===== src/rtl/wb_pkg.sv =====
// Shared types and defaults for the register-file writeback commit arbiter.
package wb_pkg;

    localparam int unsigned ADDR_W   = 5;
    localparam int unsigned DATA_W   = 32;
    localparam int unsigned REG_ZERO = 0;

    typedef struct packed {
        logic [ADDR_W-1:0] addr;
        logic [DATA_W-1:0] data;
    } wb_entry_t;

endpackage


===== src/rtl/wb_fifo.sv =====
// Synchronous FIFO of writeback entries; DEPTH must be a power of two (>= 2).
module wb_fifo
    import wb_pkg::*;
#(
    parameter int unsigned DEPTH   = 4,
    parameter type         entry_t = wb_entry_t,
    localparam int unsigned PTR_W  = $clog2(DEPTH),
    localparam int unsigned CNT_W  = $clog2(DEPTH + 1)
) (
    input  logic             clk_i,
    input  logic             rst_i,
    input  logic             push_i,
    input  entry_t           wdata_i,
    input  logic             pop_i,
    output entry_t           rdata_o,
    output logic             full_o,
    output logic             empty_o,
    output logic [CNT_W-1:0] count_o
);

    entry_t           mem_q [DEPTH];
    logic [PTR_W-1:0] rd_q, rd_d, wr_q, wr_d;
    logic [CNT_W-1:0] cnt_q, cnt_d;
    logic             push_en, pop_en;

    assign full_o  = (cnt_q == CNT_W'(DEPTH));
    assign empty_o = (cnt_q == '0);
    assign count_o = cnt_q;
    assign rdata_o = mem_q[rd_q];

    assign push_en = push_i && !full_o;
    assign pop_en  = pop_i && !empty_o;

    // Pointers wrap naturally because DEPTH is a power of two.
    always_comb begin
        rd_d  = rd_q + PTR_W'(pop_en);
        wr_d  = wr_q + PTR_W'(push_en);
        cnt_d = cnt_q + CNT_W'(push_en) - CNT_W'(pop_en);
    end

    always_ff @(posedge clk_i) begin
        if (rst_i) begin
            rd_q  <= '0;
            wr_q  <= '0;
            cnt_q <= '0;
        end else begin
            rd_q  <= rd_d;
            wr_q  <= wr_d;
            cnt_q <= cnt_d;
        end
    end

    always_ff @(posedge clk_i) begin
        if (push_en) begin
            mem_q[wr_q] <= wdata_i;
        end
    end

endmodule


===== src/rtl/wb_commit_arb.sv =====
// Register-file write-port arbiter: pipeline writeback first, buffered multi-cycle results
// otherwise. Define WB_BYPASS_EN to let an mc result skip an empty FIFO in the same cycle.
module wb_commit_arb #(
    parameter int unsigned ADDR_W       = wb_pkg::ADDR_W,
    parameter int unsigned DATA_W       = wb_pkg::DATA_W,
    parameter int unsigned FIFO_DEPTH   = 4,
    parameter int unsigned STARVE_LIMIT = 3
) (
    input  logic                   CLK,
    input  logic                   RST,
    input  logic                   pipe_we,
    input  logic [ADDR_W-1:0]      pipe_addr,
    input  logic [DATA_W-1:0]      pipe_data,
    input  logic                   mc_issue,
    input  logic [ADDR_W-1:0]      mc_issue_addr,
    input  logic                   mc_valid,
    input  logic [ADDR_W-1:0]      mc_addr,
    input  logic [DATA_W-1:0]      mc_data,
    output logic                   mc_ready,
    output logic                   rf_we,
    output logic [ADDR_W-1:0]      rf_addr,
    output logic [DATA_W-1:0]      rf_data,
    output logic [2**ADDR_W-1:0]   pending_mask,
    output logic                   stall_req
);

    import wb_pkg::*;

    localparam int unsigned NREG     = 2 ** ADDR_W;
    localparam int unsigned CNT_W    = $clog2(FIFO_DEPTH + 1);
    localparam int unsigned STARVE_W = $clog2(STARVE_LIMIT + 1);

    typedef struct packed {
        logic [ADDR_W-1:0] addr;
        logic [DATA_W-1:0] data;
    } entry_t;

    entry_t              mc_entry, head;
    logic                fifo_push, fifo_pop, fifo_full, fifo_empty;
    logic [CNT_W-1:0]    fifo_count;
    logic                unused_count;

    logic                sel_we, bypass;
    logic [ADDR_W-1:0]   sel_addr, clr_addr;
    logic [DATA_W-1:0]   sel_data;
    logic                clr_en;

    logic [NREG-1:0]     pend_q, pend_d;
    logic [STARVE_W-1:0] starve_q, starve_d;
    logic                stall_q, stall_d;

    assign mc_entry     = '{addr: mc_addr, data: mc_data};
    assign unused_count = ^fifo_count;

    wb_fifo #(
        .DEPTH   (FIFO_DEPTH),
        .entry_t (entry_t)
    ) u_fifo (
        .clk_i   (CLK),
        .rst_i   (RST),
        .push_i  (fifo_push),
        .wdata_i (mc_entry),
        .pop_i   (fifo_pop),
        .rdata_o (head),
        .full_o  (fifo_full),
        .empty_o (fifo_empty),
        .count_o (fifo_count)
    );

    always_comb begin
        sel_we   = 1'b0;
        sel_addr = '0;
        sel_data = '0;
        fifo_pop = 1'b0;
        bypass   = 1'b0;
        if (pipe_we) begin
            sel_we   = 1'b1;
            sel_addr = pipe_addr;
            sel_data = pipe_data;
        end else if (!fifo_empty) begin
            sel_we   = 1'b1;
            sel_addr = head.addr;
            sel_data = head.data;
            fifo_pop = 1'b1;
        end
`ifdef WB_BYPASS_EN
        else if (mc_valid) begin
            sel_we   = 1'b1;
            sel_addr = mc_addr;
            sel_data = mc_data;
            bypass   = 1'b1;
        end
`endif
    end

    // Writes to the zero register are dropped, but the FIFO head still retires.
    assign rf_we     = sel_we && (sel_addr != ADDR_W'(REG_ZERO)) && !RST;
    assign rf_addr   = sel_addr;
    assign rf_data   = sel_data;
    assign mc_ready  = !fifo_full;
    assign fifo_push = mc_valid && !fifo_full && !bypass;

    assign clr_en   = fifo_pop || bypass;
    assign clr_addr = fifo_pop ? head.addr : mc_addr;

    // Issue is applied after retire so a same-cycle set of the same bit wins.
    always_comb begin
        pend_d = pend_q;
        if (clr_en) begin
            pend_d[clr_addr] = 1'b0;
        end
        if (mc_issue) begin
            pend_d[mc_issue_addr] = 1'b1;
        end
        pend_d[REG_ZERO] = 1'b0;
    end

    always_comb begin
        starve_d = starve_q;
        if (fifo_pop || fifo_empty) begin
            starve_d = '0;
        end else if (pipe_we && (starve_q != STARVE_W'(STARVE_LIMIT))) begin
            starve_d = starve_q + 1'b1;
        end
        stall_d = (starve_d == STARVE_W'(STARVE_LIMIT));
    end

    always_ff @(posedge CLK) begin
        if (RST) begin
            pend_q   <= '0;
            starve_q <= '0;
            stall_q  <= 1'b0;
        end else begin
            pend_q   <= pend_d;
            starve_q <= starve_d;
            stall_q  <= stall_d;
        end
    end

    assign pending_mask = pend_q;
    assign stall_req    = stall_q;

endmodule


===== config.mk =====
export PLATFORM = sky130hd
export DESIGN_NAME = wb_commit_arb
export DESIGN_NICKNAME = d
export VERILOG_FILES = /design/src/rtl/wb_pkg.sv /design/src/rtl/wb_fifo.sv /design/src/rtl/wb_commit_arb.sv
export SDC_FILE = /design/constraint.sdc
export NUM_CORES = 1
export LEC_CHECK = 0
export ABC_AREA = 1
export CAP_MARGIN = 20
export CORE_ASPECT_RATIO = 1.25
export CORE_MARGIN = 10
export CORE_UTILIZATION = 42
export CTS_CLUSTER_SIZE = 16
export DETAILED_ROUTE_END_ITERATION = 16
export HOLD_SLACK_MARGIN = 0.05
export PLACE_DENSITY = 0.74
export SLEW_MARGIN = 15
export SYNTH_ARGS = -nofsm -noshare
export SYNTH_HDL_FRONTEND = slang
export SYNTH_HIERARCHICAL = 1
export SYNTH_SLANG_ARGS = --single-unit

===== constraint.sdc =====
create_clock -name CLK -period 4.9 [get_ports CLK]
set_input_delay 0.735 -clock CLK [delete_from_list [all_inputs] [get_ports CLK]]
set_output_delay 0.735 -clock CLK [all_outputs]
set_load 0.1 [all_outputs]

==> impl_metrics.toml <==
[status]
status = "complete, no violations"

[synth]
ys_seq_area_share_pct = 66.47
synth_cell_types = 30
ys_ff_latch = 189
syn_area_um2 = 7921
synthCells = 697
synth-warning-count = 6
syn-num-nets = 785
syn_avg_cell_area_um2 = 11.36

[die]
dieArea_um2 = 24790
core_um2 = 18640
rows = 56
num_io_pins = 156
die_x_um = 142.8
start_util_pct = 42.50
die_h_um = 173.5

[timing]
tightest_slew_ps = 1089
finalHoldViolCount = 0
timing.final.ws_setup_ps = 1396
rsz0062_at_grt = "false"
max_freq_mhz = 285.4
slew_headroom_pct = 26.84
setup_viol = 0
period_share_pct = 71.51
holdWs_ps = 463.6
layout_min_cycle_time_ps = 3504
finalSetupTns_ps = 0
skew_ps = 14.21
finalMaxSlewViolations = 0

[layout]
stdcell_count = 1088
layout_commonest_cell = "edfxtp_1"
layout.nets = 931
area_growth_syn_to_layout_pct = 27.61
final_layout_size_suffix_gt1_share_pct = 12.97
antenna_cells = 0
fill_cells = 1567
layout_common_cells = "148 x edfxtp_1, 115 x clkdlybuf4s50_1, 93 x nand2_1"

[detailed_routing]
drc = 0
routedWlPerCell_um = 18.14
via_count = 5847
antenna_left = 0
vias_per_cell = 5.374
totalWireLength_um = 19740
drtIter0Drc = 437
dr.pass1.iters = 5

[clock_network]
postCtsHoldBufs = 0
htreeDepth = 4
cts_buffers = 17
clk_path_buf_depth = 2
clk-insertion-delay-late_ps = 440
post-cts-setup-buffer-count = 0
cts_tree = "yes"
clockRootBuffer = "clkbuf_16"
path_clk_slew_ps = 70
post_cts_resized = 0
cts_sinks = 189

[place]
dp_worst_setup_slack_ps = 1690
hpwl_um = 13060
dp.cells = 1054
io_buffers = 154
gp_congestion = 0.9115

[setup_path]
cp-start-kind = "flop"
crit_path_end_kind = "primary output"
cp.arrival_ps = 2770
worst_ep_required_time_ps = 4160
path_class = "reg -> out"
cp_max_fo = 32

[grt]
grt_max_degree = 55
groute.usage.overall_pct = 15.97
grt_overflow_total = 0
grt_pass1_vias = 5698
antenna_found_initial = 0
grt_pass1_wl_um = 30930

[job]
drv_cap = 0

[power_and_ir_drop]
peakVddDrop_uv = 325.4
fin_total_pwr_mw = 5.172
p_leak_nw = 3.538
p_per_area_nw_per_um2 = 511.6

[hold_path]
hp-class = "reg -> reg"
## per-layer routing
layer	global-route usage (%)	part of all wire, %	wire, µm	vias to the layer above
met3	4.167	7.1	1408	43
met1	18.70	39	7608	2733
met4	8.570	4.0	789	0
met2	26.13	50	9930	236
met5	0	0	0	-
li1	-	-	-	2835
## through the flow
step	area (µm²)	utilization (%)
floorplan	7921	-
global placement	9493	50.93
detailed placement	9493	50.93
CTS	10100	54.18
global route	10110	54.24
finish	10110	54.24
## power by group
group          total (mW)  switching, mW  leakage [nW]  internal [mW]
Sequential           1.99         0.0612          1.69           1.93
Clock                1.37          0.669         0.293          0.698
Combinational        1.82           1.39          1.56          0.425
## kinds of logic (layout without fill, tap and decap cells)
group	Yosys count	count (layout)	synth area share, %
flops	189	189	66.47
compound gates	181	181	13.68
other cells	1	1	0.04734
fa+ha+maj	4	4	0.7266
simple gates	246	246	13.71
xor+xnor	3	3	0.3318
buf+inv	73	232	5.039
## cell type report
cell class              count  area [µm²]  area share, %
inverters                  30       112.6          1.114
clock inverters            15       180.2          1.782
flip-flops and latches    189        5266          52.10
clock buffers              17       425.4          4.208
well taps                 232       290.3          2.872
repair buffers            170        1556          15.40
multi-input cells         435        2277          22.53
## synth_stat cells, drive strengths merged
library cell  count  area [µm²]
edfxtp          148        4444
nand2           100       397.9
nor2             92       375.4
o21ai            79       406.6
dfxtp            41       820.8
o22ai            37       231.5
a21oi            33       165.2
a22o             32       280.3
nand4            32       200.2
inv              30       112.6
buf              28       226.5
nor3             18       90.09
clkbuf           15       60.05
ha                3       37.54
nand3             2       10.01
or2               2       12.52
xnor2             2       17.52
conb              1       3.750
fa                1       20.02
xor2              1       8.760
## path summary, 6_finish.rpt
path                                                    from                           end  slack (ps)  cells after the start
worst max-delay path               u_fifo/rd_q[0]$_SDFF_PP0_                         rf_we        1400                      8
worst min-delay path              pending_mask[7]$_SDFF_PP0_    pending_mask[7]$_SDFF_PP0_         460                      2
worst max register to register  u_fifo/count_o[0]$_SDFF_PP0_  u_fifo/count_o[2]$_SDFF_PP0_        2230                     12
worst min register to register    pending_mask[7]$_SDFF_PP0_    pending_mask[7]$_SDFF_PP0_         460                      2
## sequential cells by signal, indices dropped and copies added, names as in the netlist
name,flops
stall_req,1
u_fifo/mem_q,148
pending_mask,31
u_fifo/wr_q,2
u_fifo/rd_q,2
starve_q,2
u_fifo/count_o,3
## critical path, stage by stage (launching register included)
cell     delay (ps)
dfxtp_2         460
inv_2           470
o21ai_1         120
o22ai_1         380
nand2_1         190
nand2_1         120
nor3_1           60
a21oi_1         190
buf_4           330
No activity file was read; power rests on OpenSTA's default activity.
